### src/rtl/rf_wr_arb.sv
// Register-file write-port arbiter: two writeback requesters (ALU, load unit)
// share one registered write port, alternating priority after every transfer.
module rf_wr_arb #(
  parameter int XLEN = 32,
  parameter int AW   = 5
) (
  input  logic            clk,
  input  logic            rst,
  input  logic            stall,
  input  logic            req0_valid,
  input  logic [AW-1:0]   req0_rd,
  input  logic [XLEN-1:0] req0_data,
  output logic            req0_ready,
  input  logic            req1_valid,
  input  logic [AW-1:0]   req1_rd,
  input  logic [XLEN-1:0] req1_data,
  output logic            req1_ready,
  output logic            regWrite,
  output logic [AW-1:0]   rd,
  output logic [XLEN-1:0] data,
  output logic [15:0]     wr_count
);

  typedef enum logic {
    PRIO_REQ0 = 1'b0,
    PRIO_REQ1 = 1'b1
  } prio_e;

  prio_e           prio;
  logic            grant0;
  logic            grant1;
  logic            xfer;
  logic [AW-1:0]   sel_rd;
  logic [XLEN-1:0] sel_data;
  logic            wr_issue;

  // A lone requester always wins; the pointer only breaks ties.
  always_comb begin
    grant0 = 1'b0;
    grant1 = 1'b0;
    if (!rst && !stall) begin
      if (req0_valid && (!req1_valid || prio == PRIO_REQ0)) begin
        grant0 = 1'b1;
      end else if (req1_valid) begin
        grant1 = 1'b1;
      end
    end
  end

  assign req0_ready = grant0;
  assign req1_ready = grant1;
  assign xfer       = grant0 | grant1;
  assign sel_rd     = grant1 ? req1_rd   : req0_rd;
  assign sel_data   = grant1 ? req1_data : req0_data;
  // Writes to x0 are accepted but never reach the register file.
  assign wr_issue   = xfer && (sel_rd != '0);

  always_ff @(posedge clk or posedge rst) begin
    if (rst) begin
      prio <= PRIO_REQ0;
    end else if (grant0) begin
      prio <= PRIO_REQ1;
    end else if (grant1) begin
      prio <= PRIO_REQ0;
    end
  end

  always_ff @(posedge clk or posedge rst) begin
    if (rst) begin
      regWrite <= 1'b0;
      rd       <= '0;
      data     <= '0;
      wr_count <= '0;
    end else begin
      regWrite <= wr_issue;
      if (wr_issue) begin
        rd       <= sel_rd;
        data     <= sel_data;
        wr_count <= wr_count + 16'd1;
      end
    end
  end

endmodule
### config.mk
export PLATFORM = sky130hd
export DESIGN_NAME = rf_wr_arb
export DESIGN_NICKNAME = d
export VERILOG_FILES = /design/src/rtl/rf_wr_arb.sv
export SDC_FILE = /design/constraint.sdc
export NUM_CORES = 1
export LEC_CHECK = 0
export BUFFER_PORTS_ARGS = -buffer_cell sky130_fd_sc_hd__buf_4
export CORE_MARGIN = 2
export CORE_UTILIZATION = 45
export DETAILED_ROUTE_END_ITERATION = 10
export PLACE_DENSITY = 0.8
export SYNTH_ARGS = -nofsm -noshare
export SYNTH_HDL_FRONTEND = slang
export SYNTH_SLANG_ARGS = --single-unit
### constraint.sdc
create_clock -name clk -period 2.09 [get_ports clk]
set_clock_uncertainty 0.05 [all_clocks]
set_input_delay 0.418 -clock clk [delete_from_list [all_inputs] [get_ports clk]]
set_output_delay 0.418 -clock clk [all_outputs]
set_load 0.03 [all_outputs]
* Word level (Yosys, flattened, before mapping) *
Index checks and enable logic that the tools add are counted.

word-level totals
  register bits = 55
  input port bits = 79
  output and inout port bits = 56
  word-level logic and storage cells = 26

operators by class
  $add $sub $neg = 1
  muxes and demuxes = 9
  bitwise logic cells = 2
  reductions and logical operators = 9

operators by type and width
  kind                                                             number
  32-bit 2-to-1 mux                                                1
  16-bit by 1-bit adder with 16-bit output, second input constant  1
  1-bit 2-to-1 mux                                                 7
  5-bit 2-to-1 mux                                                 1
  5-bit nonzero test                                               1
  1-bit logical AND                                                3
  1-bit logical NOT                                                3
  2-bit nonzero test                                               1
  1-bit logical OR                                                 1
  1-bit NOT                                                        1
  1-bit OR                                                         1

* Logic depth before layout (Yosys ltp) *
  depth after elaboration = 8
  gate-level depth with buffers = 6
  mapped depth without buffers = 5

* Worst setup path after synthesis *
No wires, ideal clock.

  path type = input to register
  from = input req1_rd[3]
  to = register data[10]
  library setup time = 137 ps
  data arrival time = 1715 ps
  data required time = 1903 ps
  slack = 188 ps
  cell stages on the path = 6
  buffers on the path = 1
  cells stage by stage = or4_4 -> nor4b_4 -> a211oi_2 -> clkbuf_1 -> nor2_1 -> a21oi_1

between the ends
  word-level cells in the longest chain between the ends = 3

ends and longest elaborated chain
  element                 RTL line  text
  start: declaration      15        input logic [AW-1:0] req1_rd,
  5-bit 2-to-1 mux        53        assign sel_rd = grant1 ? req1_rd : req0_rd;
  5-bit nonzero test      56        assign wr_issue = xfer && (sel_rd != '0);
  1-bit logical AND       56
  end signal: assignment  78        data <= sel_data;
  end: declaration        20        output logic [XLEN-1:0] data,

No other way between the ends.
A chain may end at the register's enable or synchronous reset.

* Final worst setup path *
  from = register prio
  to = output req1_ready

between the ends
  word-level cells in the longest chain between the ends = 5

ends and longest elaborated chain
  element                   RTL line  text
  start: declaration        29        prio_e prio;
  start signal: assignment  60        prio <= PRIO_REQ0;
  start signal: assignment  62        prio <= PRIO_REQ1;
  start signal: assignment  64        prio <= PRIO_REQ0;
  1-bit NOT                 42        if (req0_valid && (!req1_valid || prio == PRIO_REQ0)) begin
  1-bit logical OR          42
  1-bit logical AND         42
  1-bit 2-to-1 mux          42
  1-bit 2-to-1 mux          41        if (!rst && !stall) begin
  end: declaration          17        output logic req1_ready,

No other way between the ends.

==> flow_metrics.env <==
export IMPL_ys_flop_type="dfrtp_1"
export IMPL_die_h_um=79.4
export IMPL_rsz0062_at_grt="false"
export IMPL_fin_nets=459
export IMPL_synthMuxAreaShare_pct=14.9
export IMPL_syn2layout_area_growth_pct=49.7
export IMPL_hold_class="in -> async"
export IMPL_first_pass_iters=4
export IMPL_antenna_found_initial=0
export IMPL_cts_root_buf="clkbuf_8"
export IMPL_drv_slew=0
export IMPL_finalHoldViolCount=0
export IMPL_synth_top_area_share_pct=53.8
export IMPL_period_share_pct=95.3
export IMPL_synth_async_reset_ratio_pct=100
export IMPL_synth_area_leaders="dfrtp_1 (54%), mux2i_1 (14%), a21oi_1 (7.0%)"
export IMPL_vias=2284
export IMPL_grt_max_degree=28
export IMPL_clk_pin_slew_worst_paths_ns=0.09
export IMPL_synth_area_per_cell_um2=10.6
export IMPL_wl_per_cell_um=14.9
export IMPL_htree_levels=2
export IMPL_core_area_um2=5510
export IMPL_synth_largest_area_cell="dfrtp_1"
export IMPL_ff2ff_setup_slack_ns=0.22
export IMPL_synth_adder_area_share_pct=0.489
export IMPL_synth_area_um2=2560
export IMPL_arrival_ns=1.52
export IMPL_crit_type="reg -> out"
export IMPL_grt_pass1_vias=2305
export IMPL_grt_overflow=0
export IMPL_diodes=0
export IMPL_numClockSinks=55
export IMPL_status="completed"
export IMPL_post_place_ws_ns=-0.0543
export IMPL_power_density_nw_per_um2=835
export IMPL_grt_util_all_layers_pct=22.3
export IMPL_io_pins=135
export IMPL_first_iter_violations=95
export IMPL_cts_tree="built"
export IMPL_dp_cells=444
export IMPL_gp_congestion=0.794
export IMPL_leakage_uw=0.00207
export IMPL_io_buffers=134
export IMPL_critPathMaxFanout=20
export IMPL_timing_slew_headroom_pct=67.0
export IMPL_cts_buffers_inserted=5
export IMPL_synth_top_family_by_area="multiplexers"
export IMPL_num_rows=27
export IMPL_syn_nets=321
export IMPL_die_w_um=79.4
export IMPL_synth_seq_cells=55
export IMPL_hpwl_mm=5.24
export IMPL_finalSetupViolCount=0
export IMPL_yosysUniqueCellTypes=30
export IMPL_remaining_drc_errors=0
export IMPL_synth_compound_area_share_pct=8.70
export IMPL_synth_seq_area_share_pct=53.8
export IMPL_min_period_ns=1.99
export IMPL_required_ns=1.62
export IMPL_synth_warnings=0
export IMPL_grt_pass1_wl_mm=10.8
export IMPL_clk_path_buf_depth=2
export IMPL_netlist_instances=241
export IMPL_end_kind="output pin"
export IMPL_ant_nets=0
export IMPL_drive_above_1_share_pct=41.6
export IMPL_synth_xor_xnor_area_share_pct=5.13
export IMPL_yosysMostFrequentCell="dfrtp_1"
export IMPL_stdcell_count=452
export IMPL_dieArea_um2=6310
export IMPL_finalPower_uw=3200
export IMPL_tightest_slew_ns=0.492
export IMPL_synth_edff_count=0
export IMPL_vdd_drop_max_v=0.000382
export IMPL_clk_latency_ns=0.30
export IMPL_synthSimpleGateAreaFrac_pct=14.0
export IMPL_wirelength_mm=6.72
export IMPL_start_kind="register"
export IMPL_vias_per_cell=5.05
export IMPL_worst_hold_slack_ns=0.0889
export IMPL_max_freq_mhz=502
export IMPL_maxCapViolCount=0
export IMPL_initial_core_util_pct=46.5
export IMPL_worst_slack_ns=0.0978
export IMPL_synthTopCellsByCount="dfrtp_1 (55), nor2_1 (39), mux2i_1 (37), a21oi_1 (36), nand2_1 (9)"
[stage by stage]
step           util [%]  instance area [µm²]  setup TNS [ns]
2_1_floorplan         -                 2560               0
3_3_place_gp       67.5                 3720         -0.0143
3_5_place_dp       67.5                 3720          -0.732
4_1_cts            69.4                 3820               0
5_1_grt            69.6                 3830               0
6_report           69.6                 3830               0
[area by class of cell]
class	count	area, µm²
flip-flops and latches	55	1380
fillers	451	1680
well taps	72	90.1
multi-input cells	169	1120
inverters	4	15.0
clock buffers	8	100
repair buffers	144	1130
[sequential cells by signal (all words and copies together), names as in the netlist]
register,cells
wr_count,16
data,32
prio,1
rd,5
regWrite,1
[routing by layer]
layer | global-route usage (%) | up-vias | part of all wire (%)
li1 | - | 1105 | -
met2 | 39.5 | 101 | 50
met3 | 5.09 | 8 | 7.3
met4 | 7.59 | 0 | 1.6
met1 | 26.5 | 1070 | 41
met5 | 0 | - | 0
[worst paths after layout]
check / end / start / cells after the start
min in group clk: data[25]$_DFFE_PP0P_ / req1_data[25] / 3
hold reg to reg: wr_count[15]$_DFFE_PP0P_ / wr_count[15]$_DFFE_PP0P_ / 1
max in group asynchronous: data[26]$_DFFE_PP0P_ / rst / 3
setup reg to reg: wr_count[8]$_DFFE_PP0P_ / prio$_DFFE_PP0P_ / 6
setup / recovery: req1_ready / prio$_DFFE_PP0P_ / 5
hold / removal: prio$_DFFE_PP0P_ / rst / 2
[what timing repair did]
item / in CTS / in global routing
hold buffers: 0 / 0
resized for setup: 1 / 2
endpoints found under the setup margin: 1 / 1
setup buffers: 0 / 0
[placed cells by master, fill, tap and decap left out, types with 2 or more instances in the layout]
cell      netlist  final
xor2_1          7      7
buf_4           0    140
a21oi_1        36     36
buf_12          0      4
nor2_1         39     39
nor4_1          3      3
nand3_1         6      5
nand2_1         9      9
nor3_1          2      2
nand4_1         2      2
and3_1          5      5
clkbuf_8        0      7
dfrtp_1        55     55
inv_1           4      3
o22ai_1         2      2
xnor2_1         8      8
mux2i_1        37     37
[report_power, final]
part | internal (µW) | total [µW] | switching, µW
clock | 303 | 634 | 331
combinational | 492 | 1160 | 669
sequential | 1250 | 1410 | 158
[critical path, stage by stage (launching register included)]
cell and delay, ns:
dfrtp_1 0.42, nand2b_1 0.20, nand3_2 0.17, buf_12 0.20, inv_1 0.06, buf_4 0.16
[cell families after synthesis]
group	count (synthesis)
adder cells (fa/ha/maj)	1
XOR/XNOR	15
multiplexers	38
buffers and inverters	17
AND/OR/NAND/NOR	73
flip-flops	55
AO/OA/AOI/OAI	42
(Power assumes the default switching activity.)
